File: config.mk
export PLATFORM = sky130hd
export DESIGN_NAME = score_bcd_converter
export DESIGN_NICKNAME = d
export VERILOG_FILES = /design/src/rtl/score_bcd_converter.sv
export SDC_FILE = /design/constraint.sdc
export NUM_CORES = 1
export LEC_CHECK = 0
export CAP_MARGIN = 5
export CELL_PAD_IN_SITES_DETAIL_PLACEMENT = 1
export CELL_PAD_IN_SITES_GLOBAL_PLACEMENT = 1
export CORE_MARGIN = 2
export CORE_UTILIZATION = 34
export DETAILED_ROUTE_END_ITERATION = 16
export PLACE_DENSITY = 0.74
export REMOVE_ABC_BUFFERS = 1
export SLEW_MARGIN = 0
export SYNTH_ARGS = -nofsm -noshare
export SYNTH_HDL_FRONTEND = slang
export SYNTH_SLANG_ARGS = --single-unit
File: constraint.sdc
create_clock -name clk -period 1.25 [get_ports clk]
set_input_delay 0.25 -clock clk [delete_from_list [all_inputs] [get_ports clk]]
set_output_delay 0.25 -clock clk [all_outputs]
set_load 0.05 [all_outputs]
File: src/rtl/score_bcd_converter.sv
// score_bcd_converter
//   Sequential binary-to-BCD converter (shift-and-add-3, one input bit per
//   clock). Sits between the score tracker and the seven-segment decoders.
//   A snapshot of `value` is taken when a conversion is accepted, and
//   bcd_out holds the previous result until the new one is complete.
//
// Ports:
//   clk      in   system clock
//   nRst     in   asynchronous active-low reset
//   value    in   [IN_W-1:0] binary value to convert
//   start    in   conversion request (ignored while busy)
//   bcd_out  out  [4*DIGITS-1:0] packed BCD, digit 0 (ones) in [3:0]
//   busy     out  conversion in progress
//   done     out  one-cycle pulse in the cycle bcd_out takes a new value
//
// Optional feature (macro AUTO_CONVERT_EN):
//   When defined, a conversion starts by itself in IDLE whenever value
//   differs from the last accepted snapshot; the start port is ignored.
//   Undefined (default): conversions start only on start=1 in IDLE.
//
// DIGITS must satisfy 10^DIGITS > 2^IN_W - 1; otherwise upper digits are
// silently lost.

module score_bcd_converter #(
    parameter int IN_W   = 7,
    parameter int DIGITS = 3
) (
    input  logic                  clk,
    input  logic                  nRst,
    input  logic [IN_W-1:0]       value,
    input  logic                  start,
    output logic [4*DIGITS-1:0]   bcd_out,
    output logic                  busy,
    output logic                  done
);

    localparam int BCD_W = 4 * DIGITS;
    localparam int CNT_W = $clog2(IN_W + 1);

    typedef enum logic [1:0] {
        IDLE  = 2'd0,
        SHIFT = 2'd1,
        DONE  = 2'd2
    } state_t;

    state_t            state;
    logic [IN_W-1:0]   sreg;
    logic [BCD_W-1:0]  acc;
    logic [BCD_W-1:0]  acc_adj;
    logic [CNT_W-1:0]  cnt;
    logic              accept;

`ifdef AUTO_CONVERT_EN
    logic [IN_W-1:0]   last_value;
    assign accept = (value != last_value);
`else
    assign accept = start;
`endif

    // Add-3 correction per digit, no carry between digits. Applied before
    // the shift so a digit >= 5 rolls over into the next digit on shifting.
    always_comb begin
        acc_adj = acc;
        for (int d = 0; d < DIGITS; d++) begin
            if (acc[4*d +: 4] >= 4'd5)
                acc_adj[4*d +: 4] = acc[4*d +: 4] + 4'd3;
        end
    end

    always_ff @(posedge clk or negedge nRst) begin
        if (!nRst) begin
            state   <= IDLE;
            sreg    <= '0;
            acc     <= '0;
            cnt     <= '0;
            bcd_out <= '0;
            busy    <= 1'b0;
            done    <= 1'b0;
`ifdef AUTO_CONVERT_EN
            last_value <= '0;
`endif
        end else begin
            done <= 1'b0;
            case (state)
                IDLE: begin
                    if (accept) begin
                        sreg  <= value;
                        acc   <= '0;
                        cnt   <= CNT_W'(IN_W);
                        busy  <= 1'b1;
                        state <= SHIFT;
`ifdef AUTO_CONVERT_EN
                        last_value <= value;
`endif
                    end
                end
                SHIFT: begin
                    // MSB of the shift register enters accumulator bit 0;
                    // the top accumulator bit falls off by truncation.
                    acc  <= BCD_W'({acc_adj, sreg[IN_W-1]});
                    sreg <= {sreg[IN_W-2:0], 1'b0};
                    cnt  <= cnt - 1'b1;
                    if (cnt == CNT_W'(1))
                        state <= DONE;
                end
                DONE: begin
                    bcd_out <= acc;
                    done    <= 1'b1;
                    busy    <= 1'b0;
                    state   <= IDLE;
                end
                default: state <= IDLE;
            endcase
        end
    end

endmodule
==> reports/results.tsv, run 1 <==
metric	value	unit
GRT Total Usage	0.1646	
Final period util	1.027	
global-route wire length before repair	7.638	mm
crit-path max cell delay	400	ps
Final Setup Violations	7	
Synth Register Bits	38	
crit path launch type	flop	
Slew Viols, Final	0	
core footprint	5075	um^2
maximum vdd drop	0.9429	mV
Site Rows	26	
DRC viols	0	
area grow syn2layout	60.67	%
actual slew at the worst max-slew pin	243.4	ps
cell depth of the worst setup path	5	
Via density	5.055	
sequential share of the synthesized area	0.5318	
most frequent cells in the layout	35 x dfrtp_1, 32 x nand2_1, 29 x buf_4	
number of synthesized flops with an enable pin	0	
final core utilization	0.5661	
I/O Buffers	23	
drt wl/cell	16.73	um
Final min period	1283	ps
Post-synth top flop	dfrtp_1	
clock-pin slew on the worst setup and hold paths	80	ps
Crit path buffers/inverters	1	
commonest non-fill, non-tap cell in the layout	dfrtp_1	
CP max FO	4	
die area	5855	um^2
worst path cell trace	inv_2, ha_1, nor2b_4, o21a_4, o32ai_2	
via count	1572	
setup slack, reg-to-reg	-30	ps
DIE WIDTH	76.52	um
Final Hold Vio Count	0	
worst path arrival time	1490	ps
Gate Count Post-Synth	180	
Pleak	1.309	nW
unrepaired setup endpoints after global routing	true	
diode count	0	
largest net degree at the start of global routing	39	
Routed WL	5.202	mm
Final Skew	8.551	ps
Register-to-Register Path Depth	5	
die height	76.52	um
P per Cell Area	3037	nW/um^2
placed wire-length estimate	2.907	mm
drt first pass iters	4	
CTS H-tree depth	2	
Initial Util	0.3523	
final hold slack	441.6	ps
status	finished, violations left	
Post-DP Area	2409	um^2
slowest CP cell	dfrtp_1	
CTS tree	built	
average cell area after synthesis	9.933	um^2
Final ANT Viol Nets	0	
root cell of the clock tree	clkbuf_8	
max-cap violations	0	
crit path kind	reg -> reg	
clock buffer depth	2	
Cell Area, Synth	1788	um^2
Synth Warn #	0	
failing checks	setup timing	
ys async rst share	1.000	
Critical Path Sink Type	flop	
GR Overflow Total	0	
clk sinks	38	
I/O pin total	24	
worst skew pair latency	300	ps
total power	0.008724	W
Rel. slew slack	0.8364	
vias in the first global route	1543	
layout cells sized above 1	0.3900	
total CTS buffers	5	
FMAX	0.7792	GHz
initial antenna violation count	0	
hold crit path type	in -> async	
global placer's final weighted congestion	0.7925	
Design Area, Final	2873	um^2
Final WS setup	-33.35	ps
delay-heaviest family, CP	compound AO/OA/AOI/OAI gates	
Worst Path Required	1460	ps
drt initial violations	39	
Distinct cells, synth	28	
nets@finish	258	
cells in the mapped netlist, drive strengths merged (2+ instances only):
master	n	share of area
a21oi	2	0.0056
a31oi	7	0.024
a32o	3	0.017
and3	2	0.0070
buf	9	0.034
dfrtp	38	0.53
ha	8	0.056
inv	18	0.038
nand2	33	0.069
nand2b	5	0.017
nor2	7	0.015
nor2b	4	0.014
o2111ai	6	0.029
o211ai	3	0.013
o21a	3	0.013
o21ai	17	0.048
o221ai	3	0.015
o31ai	3	0.013
o32ai	2	0.0098
xnor2	2	0.0098
metal layers:
metal / vias up / GRT usage / part of all wire
li1: 748 / - / -
met4: 0 / 0.06909 / 0.012
met2: 23 / 0.2814 / 0.56
met3: 7 / 0.03436 / 0.024
met5: - / 0 / 0
met1: 794 / 0.2014 / 0.40
worst register-to-register path, cell delays in order (launching register included):
cell     delay [ps]
dfrtp_1         400
inv_2           110
ha_1            220
nor2b_4          70
o21a_4          210
o32ai_2         200
path summary, 6_finish.rpt:
kind / start / end
hold reg to reg: sreg[6] / acc[0]
setup / recovery: acc[5] / acc[8]
max in group asynchronous: nRst / acc[0]
min in group clk: value[5] / sreg[5]
hold / removal: nRst / bcd_out[11]
setup reg to reg: acc[5] / acc[8]
layout make-up:
class / count / area [um^2]
fillers: 546 / 2202
flip-flops and latches: 38 / 954.7
multi-input cells: 116 / 902.1
repair buffers: 61 / 718.2
well taps: 70 / 87.58
clock buffers: 6 / 82.58
inverters: 18 / 67.56
clock inverters: 2 / 60.06
per-stage QoR:
step | setup TNS [ps] | setup WS (ps) | cells
3_3_place_gp | -2807 | -192.1 | 291
4_1_cts | -34.04 | -20.52 | 304
2_1_floorplan | -7915 | -470.7 | 171
5_1_grt | -657.9 | -130.9 | 311
6_report | -110.9 | -33.35 | 311
3_5_place_dp | -3468 | -243.5 | 291
kinds of logic (layout without fill, tap and decap cells):
group	after synthesis	count (layout)	share of synthesized area
flops	38	38	0.5318
fa+ha+maj	8	8	0.05599
compound gates	54	55	0.2085
xor+xnor	2	2	0.009799
simple gates	51	51	0.1225
buf+inv	27	87	0.07138
what timing repair did:
item / 4_1_cts / 5_1_grt
cloned: 0 / 2
hold buffers: 1 / 0
endpoints found under the hold margin: 38 / 0
setup endpoints to repair: 15 / 29
buffers inserted: 4 / 5
resized for setup: 27 / 24
pin swaps: 5 / 8
flip-flops by register name, indices dropped and copies added (netlist names):
signal   count
acc         12
bcd_out     12
sreg         7
cnt          3
state        2
busy         1
done         1
report_power, final:
part | total, W | leakage, nW | switching [W] | internal, W
Combinational | 0.00516 | 0.756 | 0.00259 | 0.00257
Sequential | 0.00226 | 0.482 | 0.000494 | 0.00176
Clock | 0.00131 | 0.0714 | 0.000458 | 0.000852
Note: power is estimated with default switching activity, not from simulation.
==> run 2: changes to the inputs <==
--- a/config.mk
+++ b/config.mk
@@ -11,6 +11,8 @@
 export CORE_MARGIN = 2
 export CORE_UTILIZATION = 34
 export DETAILED_ROUTE_END_ITERATION = 16
+export GPL_TIMING_DRIVEN = 0
+export HOLD_SLACK_MARGIN = 0.02
 export PLACE_DENSITY = 0.74
 export REMOVE_ABC_BUFFERS = 1
 export SLEW_MARGIN = 0
==> reports/results.tsv, run 2 (same netlist as run 1, synthesis figures left out) <==
metric	value	unit	change
hold-fix buffers at CTS	0		was 1
drt initial violations	49		was 39
actual slew at the worst max-slew pin	854.0	ps	was 243.4 ps
failing checks	setup timing		unchanged
clk sinks	38		unchanged
most frequent cells in the layout	35 x dfrtp_1, 33 x nand2_1, 18 x buf_4		was 35 x dfrtp_1, 32 x nand2_1, 29 x buf_4
die height	76.52	um	unchanged
hold crit path type	in -> async		unchanged
Critical Path Sink Type	flop		unchanged
worst skew pair latency	290	ps	was 300 ps
largest registers	acc (12), bcd_out (12), sreg (7)		unchanged
area grow syn2layout	37.23	%	was 60.67%
nets@finish	242		was 258
crit path kind	reg -> reg		unchanged
Final period util	1.037		was 1.027
Final ANT Viol Nets	0		unchanged
core footprint	5075	um^2	unchanged
diode count	0		unchanged
Final Skew	5.944	ps	was 8.551 ps
status	finished, violations left		unchanged
I/O Buffers	23		unchanged
Routed WL	4.515	mm	was 5.202 mm
Final min period	1296	ps	was 1283 ps
Worst Path Required	1450	ps	was 1460 ps
Post-Place Setup Slack	-510.9	ps	was -243.5 ps
drt first pass iters	4		unchanged
Rel. slew slack	0.4307		was 0.8364
die area	5855	um^2	unchanged
clock buffer depth	2		unchanged
DRC viols	0		unchanged
CP max FO	3		was 4
Fin Setup TNS	-99.57	ps	was -110.9 ps
CTS tree	built		unchanged
Register-to-Register Path Depth	5		unchanged
Final Setup Violations	4		was 7
initial antenna violation count	0		unchanged
placed wire-length estimate	2.607	mm	was 2.907 mm
max-cap violations	0		unchanged
CTS H-tree depth	2		unchanged
DIE WIDTH	76.52	um	unchanged
total CTS buffers	5		unchanged
worst flop-to-flop path startpoint	acc[4]		was acc[5]
Crit. Startpoint	acc[4]		was acc[5]
largest net degree at the start of global routing	39		unchanged
GR Overflow Total	0		unchanged
Initial Util	0.3523		unchanged
worst flop-to-flop path endpoint	acc[8]		unchanged
maximum vdd drop	0.8935	mV	was 0.9429 mV
clock-pin slew on the worst setup and hold paths	80	ps	about the same
FMAX	0.7717	GHz	was 0.7792 GHz
Pleak	1.162	nW	was 1.309 nW
worst path arrival time	1490	ps	about the same
vias in the first global route	1545		was 1543
setup slack, reg-to-reg	-50	ps	was -30 ps
Final Hold Vio Count	0		unchanged
P per Cell Area	2965	nW/um^2	was 3037 nW/um^2
drt wl/cell	15.31	um	was 16.73 um
unrepaired setup endpoints after global routing	true		unchanged
via count	1476		was 1572
crit path launch type	flop		unchanged
commonest non-fill, non-tap cell in the layout	dfrtp_1		unchanged
GRT Total Usage	0.1654		was 0.1646
global placer's final weighted congestion	0.7119		was 0.7925
global-route wire length before repair	7.714	mm	was 7.638 mm
Slew Viols, Final	0		unchanged
Site Rows	26		unchanged
I/O pin total	24		unchanged
root cell of the clock tree	clkbuf_8		unchanged
layout cells sized above 1	0.3333		was 0.3900
Via density	5.003		was 5.055
Final WS setup	-45.86	ps	was -33.35 ps
==> run 2: changes by cell type in the layout (fill, tap and decap cells not counted), moves of 2 or more <==
cell,delta
o21ai_1,+2
buf_12,-14
bufinv_16,-2
o31ai_1,+2
buf_4,-11
buf_6,-3
ha_1,-2
buf_2,+14
==> run 2: worst max-delay path, cell delays in order (launching register included) <==
cell,delay (ps)
dfrtp_1,410
inv_2,70
ha_4,170
nor2b_4,130
o21a_1,210
o32ai_2,200
==> run 2: area by class of cell <==
type	instances	area (um^2)
clock buffer	7	86.33
clock inverter	1	5.005
fill	593	2621
inverter	18	67.56
multi-input combinational	116	893.4
sequential	38	954.7
tap	70	87.58
timing repair buffer	45	359.1
==> run 2: routing by layer <==
metal	wire length [um]	share of wire	GRT usage	vias up
met5	0	0	0	-
met4	59	0.013	0.04909	0
met3	138	0.031	0.04621	6
met2	2302	0.51	0.2858	22
met1	2014	0.45	0.2011	735
li1	-	-	-	713
==> run 2: per-stage QoR <==
| step | utilization | power, W | cell area (um^2) | hold WS, ps | instances |
|---|---|---|---|---|---|
| finish | 0.4835 | 0.007276 | 2454 | 64.13 | 295 |
| global route | 0.4835 | 0.007871 | 2454 | 131.0 | 295 |
| CTS | 0.4601 | 0.006830 | 2335 | 96.01 | 287 |
| detailed placement | 0.4056 | 0.005275 | 2058 | 408.3 | 265 |
| global placement | 0.4031 | 0.004997 | 2046 | 461.0 | 264 |
| floorplan | - | 0.004263 | 1728 | -45.59 | 171 |
==> run 2: how the worst max path moves through the flow <==
stage	slack (ps)	to	depth (start not counted)
3_5_place_dp	-510	acc[7]	4
6_report	-50	acc[8]	5
4_1_cts	-10	acc[4]	5
5_1_grt	-120	acc[5]	5
2_1_floorplan	-470	acc[10]	3
3_3_place_gp	-1110	acc[10]	3
==> run 2: report_power, final <==
group	switching (W)	leakage, nW	internal, W
clock network	0.000432	0.0482	0.000445
registers	0.000360	0.482	0.00176
logic	0.00241	0.632	0.00186
total	0.00320	1.16	0.00407
==> run 2: what timing repair did <==
action                     CTS  global route
setup buffers               13             8
gates resized for setup     99            16
pin swaps                    7             5
gates cloned                 1             0
setup endpoints to repair   50            21
